--- config.mk ---
export PLATFORM = sky130hd
export DESIGN_NAME = inst_feed_queue
export DESIGN_NICKNAME = d
export VERILOG_FILES = /design/src/rtl/inst_pkg.sv /design/src/rtl/inst_fifo_ram.sv /design/src/rtl/inst_feed_queue.sv
export SDC_FILE = /design/constraint.sdc
export NUM_CORES = 1
export LEC_CHECK = 0
export BUFFER_PORTS_ARGS = -buffer_cell sky130_fd_sc_hd__buf_2
export CORE_MARGIN = 2
export CORE_UTILIZATION = 51
export CTS_CLUSTER_SIZE = 10
export DETAILED_ROUTE_END_ITERATION = 10
export HOLD_SLACK_MARGIN = 0.06
export PLACE_DENSITY = 0.77
export SETUP_SLACK_MARGIN = 0.1
export SLEW_MARGIN = 10
export SYNTH_ARGS = -nofsm -noshare
export SYNTH_HDL_FRONTEND = slang
export SYNTH_HIERARCHICAL = 1
export SYNTH_SLANG_ARGS = --single-unit
export TNS_END_PERCENT = 5
--- constraint.sdc ---
create_clock -name clk -period 3.7 [get_ports clk]
set_input_delay 0.555 -clock clk [delete_from_list [all_inputs] [get_ports clk]]
set_output_delay 0.555 -clock clk [all_outputs]
set_load 0.02 [all_outputs]
--- src/rtl/inst_pkg.sv ---
// Shared constants and FSM state type for the instruction feed queue.
package inst_pkg;

    localparam logic [6:0]  NOP_OPCODE = 7'b1111111;
    localparam logic [31:0] NOP_WORD   = 32'h0000007F;

    typedef enum logic [1:0] {
        RUN   = 2'd0,
        DRAIN = 2'd1,
        DONE  = 2'd2
    } state_t;

endpackage

--- src/rtl/inst_fifo_ram.sv ---
// DEPTH x 32 instruction storage: one write port, one async read port.
module inst_fifo_ram #(
    parameter int DEPTH = 4
) (
    input  logic                     clk,
    input  logic                     we,
    input  logic [$clog2(DEPTH)-1:0] waddr,
    input  logic [31:0]              wdata,
    input  logic [$clog2(DEPTH)-1:0] raddr,
    output logic [31:0]              rdata
);

    logic [31:0] mem [DEPTH];

    always_ff @(posedge clk) begin
        if (we) begin
            mem[waddr] <= wdata;
        end
    end

    assign rdata = mem[raddr];

endmodule

--- src/rtl/inst_feed_queue.sv ---
// Instruction feed FIFO between a symbolic source and core fetch,
// with NOP filtering, flush, and a bounded instruction budget.
module inst_feed_queue #(
    parameter int DEPTH     = 4,
    parameter int MAX_INSTS = 16
) (
    input  logic                         clk,
    input  logic                         reset_x,
    input  logic [31:0]                  in_inst,
    input  logic                         in_valid,
    output logic                         in_ready,
    output logic [31:0]                  out_inst,
    output logic                         out_valid,
    input  logic                         out_ready,
    input  logic                         flush,
    output logic [$clog2(DEPTH+1)-1:0]   count,
    output logic [$clog2(MAX_INSTS+1)-1:0] accepted,
    output logic                         done
);

    import inst_pkg::*;

    localparam int AW = $clog2(DEPTH);
    localparam int CW = $clog2(DEPTH+1);
    localparam int NW = $clog2(MAX_INSTS+1);

    state_t        state_q;
    state_t        state_d;
    logic [AW-1:0] head_q;
    logic [AW-1:0] tail_q;
    logic [CW-1:0] count_q;
    logic [CW-1:0] count_d;
    logic [NW-1:0] acc_q;
    logic [31:0]   rd_data;
    logic          is_nop;
    logic          enq;
    logic          deq;

    // in_ready is gated by reset_x so it drops without waiting for a clock
    assign in_ready  = reset_x && (state_q == RUN)
                    && (count_q < CW'(DEPTH)) && !flush;
    assign is_nop    = (in_inst[6:0] == NOP_OPCODE);
    assign enq       = in_valid && in_ready && !is_nop
                    && (acc_q < NW'(MAX_INSTS));
    assign out_valid = (count_q != '0);
    assign deq       = out_valid && out_ready && !flush;
    assign out_inst  = out_valid ? rd_data : NOP_WORD;
    assign count     = count_q;
    assign accepted  = acc_q;
    assign done      = (state_q == DONE);

    inst_fifo_ram #(
        .DEPTH(DEPTH)
    ) u_ram (
        .clk  (clk),
        .we   (enq),
        .waddr(tail_q),
        .wdata(in_inst),
        .raddr(head_q),
        .rdata(rd_data)
    );

    always_comb begin
        count_d = count_q;
        unique case (1'b1)
            flush:        count_d = '0;
            enq && !deq:  count_d = count_q + 1'b1;
            !enq && deq:  count_d = count_q - 1'b1;
            default:      count_d = count_q;
        endcase
    end

    always_comb begin
        state_d = state_q;
        unique case (state_q)
            RUN: begin
                if (enq && (acc_q == NW'(MAX_INSTS-1))) begin
                    state_d = DRAIN;
                end
            end
            DRAIN: begin
                if (count_d == '0) begin
                    state_d = DONE;
                end
            end
            DONE:    state_d = DONE;
            default: state_d = RUN;
        endcase
    end

    always_ff @(posedge clk or negedge reset_x) begin
        if (!reset_x) begin
            state_q <= RUN;
        end else begin
            state_q <= state_d;
        end
    end

    always_ff @(posedge clk or negedge reset_x) begin
        if (!reset_x) begin
            head_q  <= '0;
            tail_q  <= '0;
            count_q <= '0;
            acc_q   <= '0;
        end else begin
            count_q <= count_d;
            if (flush) begin
                head_q <= '0;
                tail_q <= '0;
            end else begin
                if (enq) tail_q <= tail_q + 1'b1;
                if (deq) head_q <= head_q + 1'b1;
            end
            if (enq) acc_q <= acc_q + 1'b1;
        end
    end

endmodule

After elaboration in Yosys (flattened, before gate mapping)
Memories as Yosys holds them, arrays and structs flattened.
Cells that the tools add are included.
{ "word_totals": {"reg_bits": 14, "latchBits": 0, "ram_bits": 128, "romBits": 0, "out_inout_bits": 43, "memories": 1} }
{ "memory_table": {"columns": ["name", "words", "width", "read_ports", "rd_ports_with_merged_regs", "write_ports", "line_no", "text"], "rows": [
  ["u_ram.mem", 4, 32, 1, 0, 1, "inst_fifo_ram.sv:13", "logic [31:0] mem [DEPTH];"]
]} }
{ "classes": {"addsub": 5, "n_mul": 0, "div": 0, "order_cmp": 2, "n_eq_ne": 6, "shifts": 0, "muxes": 11, "n_bitwise": 0, "n_reduce_logical": 21} }
{ "ops": {"columns": ["cell", "n"], "rows": [
  ["two-way mux 32 bit", 1],
  ["two-way mux 2 bit", 6],
  ["logical AND 1 bit", 11],
  ["case mux 3 bit (3 select lines)", 1],
  ["== test 7 bit (second input constant)", 1],
  ["case mux 2 bit (3 select lines)", 1],
  ["adder 5 x 1 -> 5 bit (second input constant)", 1],
  ["== test 5 x 4 -> 1 bit (second input constant)", 1],
  ["< comparator 5 bit (second input constant)", 1],
  ["adder 2 x 1 -> 2 bit (second input constant)", 2],
  ["logical NOT 1 bit", 4],
  ["nonzero test 2 bit", 2],
  ["adder 3 x 1 -> 3 bit (second input constant)", 1],
  ["logical NOT 3 bit", 1],
  ["< comparator 3 bit (second input constant)", 1],
  ["nonzero test 3 bit", 1],
  ["subtractor 3 x 1 -> 3 bit (second input constant)", 1],
  ["== test 2 x 1 -> 1 bit (second input constant)", 1],
  ["== test 2 bit (second input constant)", 1],
  ["logical NOT 2 bit", 1],
  ["two-way mux 1 bit", 2],
  ["inequality test 2 x 1 -> 1 bit (second input constant)", 1],
  ["inequality test 2 bit (second input constant)", 1],
  ["AND reduction 2 bit", 1]
]} }

Logic depth before layout (Yosys ltp)
{ "logic_depth": {"word_depth": 13, "ltp_mapped": 11} }

Modules after synthesis
Netlist, hierarchy kept.
{ "by_module_without_submodules": {"columns": ["module", "n_inst", "cells_each", "area_per_inst_um2", "seq_area_each_um2"], "rows": [
  ["inst_fifo_ram", 1, 171, 4689.5, 3843.7],
  ["inst_feed_queue", 1, 103, 983.4, 350.3]
]} }

Worst setup path after synthesis
No wires, ideal clock.
{ "synth_path": {"path_type": "register -> register", "from": "register state_q[0]", "to": "memory u_ram.mem[0][0], enable pin", "arrival_ns": 3.697, "t_required_ns": 3.232, "slack_ns": -0.465, "path_stages_with_launch": 7, "n_path_buf": 0, "path_cell_list": "dfrtp_1 inv_1 ha_1 and4bb_2 o2111ai_4 clkinv_2 nor3b_1"} }
{ "synth_between": {"elab_chain_cells": 9} }
{ "synth_rtl": {"columns": ["element", "line_no", "text"], "rows": [
  ["start: declaration", "inst_feed_queue.sv:27", "state_t state_q;"],
  ["start signal: assignment", "inst_feed_queue.sv:95", "state_q <= state_d;"],
  ["logical NOT 2 bit", "inst_feed_queue.sv:40", "assign in_ready = reset_x && (state_q == RUN)"],
  ["logical AND 1 bit", "inst_feed_queue.sv:40", null],
  ["logical AND 1 bit (2 in a row)", "inst_feed_queue.sv:41", "&& (count_q < CW'(DEPTH)) && !flush;"],
  ["net in_ready", "inst_feed_queue.sv:11", "output logic in_ready,"],
  ["logical AND 1 bit (2 in a row)", "inst_feed_queue.sv:43", "assign enq = in_valid && in_ready && !is_nop"],
  ["logical AND 1 bit", "inst_feed_queue.sv:44", "&& (acc_q < NW'(MAX_INSTS));"],
  ["net enq", "inst_feed_queue.sv:36", "logic enq;"],
  ["two-way mux 1 bit", "inst_fifo_ram.sv:16", "if (we) begin"],
  ["two-way mux 1 bit (not written as such)", "inst_fifo_ram.sv:17", "mem[waddr] <= wdata;"],
  ["end: declaration", "inst_fifo_ram.sv:13", null]
]} }
The timed path passes the listed nets, and every way through them passes these cells.

Final worst setup path
{ "layout_path": {"from": "register state_q[0]", "to": "register state_q[0]"} }
{ "layout_between": {"elab_chain_cells": 13, "word_cells_on_any_way": 19} }
{ "layout_rtl": {"columns": ["element", "line_no", "text"], "rows": [
  ["logical NOT 2 bit *", "inst_feed_queue.sv:40", null],
  ["logical AND 1 bit *", "inst_feed_queue.sv:40", null],
  ["logical AND 1 bit * (2 in a row)", "inst_feed_queue.sv:41", null],
  ["logical AND 1 bit * (2 in a row)", "inst_feed_queue.sv:43", null],
  ["logical AND 1 bit *", "inst_feed_queue.sv:44", null],
  ["logical NOT 1 bit", "inst_feed_queue.sv:68", "!enq && deq: count_d = count_q - 1'b1;"],
  ["logical AND 1 bit", "inst_feed_queue.sv:68", null],
  ["case mux 3 bit (3 select lines) *", "inst_feed_queue.sv:65", "unique case (1'b1)"],
  ["net count_d[2]", "inst_feed_queue.sv:32", "logic [CW-1:0] count_d;"],
  ["logical NOT 3 bit *", "inst_feed_queue.sv:82", "if (count_d == '0) begin"],
  ["inequality test 2 bit (no source line) *", null, null],
  ["AND reduction 2 bit (no source line) *", null, null]
]} }
Mark *: on every way through the listed nets, which the timed path passes. The rest lies on a longest branch.
A chain may end at the register's enable or synchronous reset.

==> results.md <==
STA:
- The time the final worst path needs with I/O delays and setup is 3230 ps.
- Setup repair after global routing left no endpoint under its margin.
- Between clock sinks in the finished design, the worst skew comes to 7.52 ps.
- The total negative setup slack is 0 ps.
- The slew at the pin closest to its max-slew limit is 881 ps.
- The period utilization is 87.4%.
- The maximum operating frequency is 309 MHz.
- The remaining max-slew budget at the tightest pin is 41.3%.
- The number of max-slew violations in the final report is 0.
- The final number of hold-violating endpoints is 0.
- Setup violations remaining at the end of the flow were counted as 0.

Floorplan:
- The height of the die is 109 µm.
- The overall die area is 12000 µm².
- The starting density of the core is 52.3%.
- The area of the placeable core is 10800 µm².
- The die extent in x is 109 µm.
- The number of placement rows is 38.
- In this run the count of I/O pins placed on the die edge is 80.

Synthesis:
- After synthesis, the cell types taking the most area are sky130_fd_sc_hd__edfxtp_1, sky130_fd_sc_hd__mux4_2, sky130_fd_sc_hd__dfrtp_1.
- For this run, asynchronously set or reset flops after synthesis account for 9.86%.
- The top cell type by area accounts for 67.8% of the synthesized area.
- The count of mapped cells out of synthesis is 274.
- The number of flops mapped to enable cells by yosys is 128.
- The number of distinct library cells after synthesis is 36.
- The number of warnings issued by yosys is 6.
- The average cell area after synthesis is 20.7 µm².
- The number of nets handed over by synthesis was 319.
- In the synthesized netlist the dominant register cell turns out to be sky130_fd_sc_hd__edfxtp_1.
- The library cell with the largest summed area after synthesis is sky130_fd_sc_hd__edfxtp_1.
- The combined area of all synthesized cells is 5670 µm².
- The share of the yosys chip area belonging to registers is 73.9%.
- The count of state elements after synthesis is 142.

Routing:
- The number of nets with antenna violations after routing is 0.
- The violation count after the first detailed-routing iteration is 185.
- In the routed design, unresolved DRC markers number 0.
- The average detailed-routed wire length per instance is 19.0 µm.
- The post-detailed-route via-to-cell ratio is 5.31.
- After detailed routing, the total wire length is 9.93 mm.
- The final route contains 2781 vias.
- The number of iterations in the first detailed-routing pass is 4.

Cells and area:
- 0 antenna diodes ended up in the layout.
- The area growth from synthesis to layout is 20.3%.
- The fraction of layout instances using a drive strength above 1 is 41.9%.
- The area of combinational cells with multiple inputs is 1370 µm².
- The fill cell total of the finished layout is 802.
- Excluding fillers, the count of instances in the completed layout stands at 524.
- The net count of the finished layout is 416.
- The sequential cell area in the final layout is 4200 µm².
- Cells fill 63.0% of the core in the end.
- The finished cells cover 6830 µm².

Clock tree:
- The buffer type at the clock tree root is sky130_fd_sc_hd__clkbuf_8.
- TritonCTS built the clock tree.
- The buffer levels on the longest clock path is 2.
- The clock reaches the later pin of the worst-skew pair after 510 ps.
- The number of setup buffers added after CTS is 0.
- The H-tree generated during clock tree synthesis spans 4 levels.
- Buffers inserted during clock tree synthesis total 17.
- CTS saw 142 sinks.
- Clock-pin slew was measured on the worst setup and hold paths at 60 ps.

Placement:
- The number of cells after detailed placement is 491.
- The placed wire-length estimate after detailed placement is 6.10 mm.
- The number of buffer cells added on primary ports is 79.
- The global placer's final weighted congestion is 0.696.
- After detailed placement, the total cell area comes to 6240 µm².

GRT:
- The number of antenna violations at the first check in global routing is 0.
- Entering global routing, the biggest net connects 35 pins.
- Global routing consumed, over all layers together, 18.1% of the routing resources.
- The number of global-route vias before repair is 2921.
- The first global-routing pass estimated 15.5 mm of wire.
- For this run the aggregate overflow at the end of global routing stands at 0.

Worst setup path:
- STA classifies the critical path endpoint as a flop.
- For the worst setup path, the data arrival time is 3620 ps.
- For the worst flop-to-flop path, the logic depth is 11.
- The maximum net fanout on the critical path is 5.
- The setup path with the least slack is of type reg -> reg.
- STA classifies the critical path startpoint as a flop.
- STA puts the critical path data required time at 4090 ps.

Pwr:
- Across the VDD grid, the largest voltage drop is 0.260 mV.
- The total power consumption of the routed design is 3.42 mW.
- For this design the ratio of total power to cell area is 501 nW/µm².
- The leakage power of the design is 2.48 nW.

Run status:
- The run finished with clean final reports.

Worst hold path:
- Along the worst hold path, the cell count comes to 1.
- The worst min-delay path category is in -> reg.

Job:
- The max capacitance violation total is 0.
==> cell usage after synthesis (3+ instances only) <==
| cell | n |
|---|---|
| sky130_fd_sc_hd__xor2_1 | 3 |
| sky130_fd_sc_hd__nand2_1 | 7 |
| sky130_fd_sc_hd__edfxtp_1 | 128 |
| sky130_fd_sc_hd__inv_1 | 4 |
| sky130_fd_sc_hd__clkbuf_1 | 4 |
| sky130_fd_sc_hd__xnor2_1 | 5 |
| sky130_fd_sc_hd__nand2b_1 | 7 |
| sky130_fd_sc_hd__ha_1 | 7 |
| sky130_fd_sc_hd__and2_1 | 25 |
| sky130_fd_sc_hd__mux4_2 | 30 |
| sky130_fd_sc_hd__nor2_1 | 5 |
| sky130_fd_sc_hd__buf_2 | 3 |
| sky130_fd_sc_hd__dfrtp_1 | 14 |
| sky130_fd_sc_hd__buf_12 | 3 |
==> layout by cell type (no fill, tap or decap), types with 4 or more instances in the layout <==
master | netlist | final
sky130_fd_sc_hd__clkbuf_16 | 0 | 16
sky130_fd_sc_hd__ha_1 | 7 | 7
sky130_fd_sc_hd__edfxtp_1 | 128 | 128
sky130_fd_sc_hd__xnor2_1 | 5 | 5
sky130_fd_sc_hd__buf_4 | 0 | 8
sky130_fd_sc_hd__buf_2 | 3 | 79
sky130_fd_sc_hd__nor2_1 | 5 | 5
sky130_fd_sc_hd__mux4_2 | 30 | 30
sky130_fd_sc_hd__nand2_1 | 7 | 7
sky130_fd_sc_hd__and2_1 | 25 | 25
sky130_fd_sc_hd__inv_6 | 0 | 6
sky130_fd_sc_hd__dfrtp_1 | 14 | 12
sky130_fd_sc_hd__inv_1 | 4 | 4
sky130_fd_sc_hd__nand2b_1 | 7 | 7
==> critical path, cell delays in order, from the launching register on <==
cell                        delay, ps
sky130_fd_sc_hd__dfrtp_1          400
sky130_fd_sc_hd__inv_1            120
sky130_fd_sc_hd__ha_1             200
sky130_fd_sc_hd__and4bb_2         280
sky130_fd_sc_hd__o2111ai_4        180
sky130_fd_sc_hd__ha_1             280
sky130_fd_sc_hd__fa_1             390
sky130_fd_sc_hd__xnor2_1          150
sky130_fd_sc_hd__mux2_2           260
sky130_fd_sc_hd__a21o_1           200
sky130_fd_sc_hd__a221oi_2         320
sky130_fd_sc_hd__mux2_1           350
==> worst paths after layout <==
kind | start | to | slack [ps]
min | in_inst[9] | u_ram/mem[1][9]$_DFFE_PP_ | 260
min in group asynchronous | reset_x | accepted[2]$_DFFE_PN0P_ | 530
max in group asynchronous | reset_x | head_q[0]$_DFFE_PN0P_ | 2980
max | state_q[0]$_DFFE_PN0P_ | state_q[0]$_DFFE_PN0P_ | 470
max reg2reg | state_q[0]$_DFFE_PN0P_ | state_q[0]$_DFFE_PN0P_ | 470
min reg2reg | accepted[3]$_DFFE_PN0P_ | accepted[3]$_DFFE_PN0P_ | 510
==> area by class of cell <==
cell class	instances	area share [%]
clock buffer	18	6.12
clock inverter	14	2.31
inverter	5	0.293
multi-input combinational	116	20.1
sequential	142	61.5
tap	140	2.57
timing repair buffer	89	7.11
==> repair_timing <==
action                    in CTS  in global routing
resized for setup              0                  0
hold endpoints to repair      14                  0
hold buffers                   1                  0
==> where the power goes <==
part / internal, mW / leakage (nW) / switching [mW]
Clock: 0.972 / 0.274 / 0.654
Sequential: 1.75 / 1.34 / 0
Combinational: 0.0171 / 0.867 / 0.0271
==> cell families after synthesis <==
| kind of cell | synth area share [%] |
|---|---|
| buffers and inverters | 2.14 |
| xor gates and xnor gates | 1.24 |
| and+or+nand+nor | 6.04 |
| DFF | 73.9 |
| AOI/OAI and AO/OA | 1.32 |
| muxes | 13.4 |
| adders and majority gates | 1.90 |
==> stage by stage <==
| stage | worst slack (ps) | hold WS, ps |
|---|---|---|
| finish | 466 | 262 |
| global route | 274 | 239 |
| CTS | 444 | 236 |
| detailed placement | 374 | 511 |
| global placement | 442 | 478 |
| floorplan | 559 | 259 |
==> sequential cells by signal, summed over array words and instances (netlist names) <==
signal / flops
accepted: 5
count: 3
head_q: 2
state_q: 2
tail_q: 2
u_ram/mem: 128
==> routing by layer <==
metal | up-vias | wire length (µm) | track usage [%]
li1 | 1281 | - | -
met1 | 1426 | 4360 | 24.6
met2 | 72 | 5090 | 28.7
met3 | 2 | 460 | 5.81
met4 | 0 | 29 | 4.34
met5 | - | 0 | 0
Note: power is estimated with default switching activity, not from simulation.
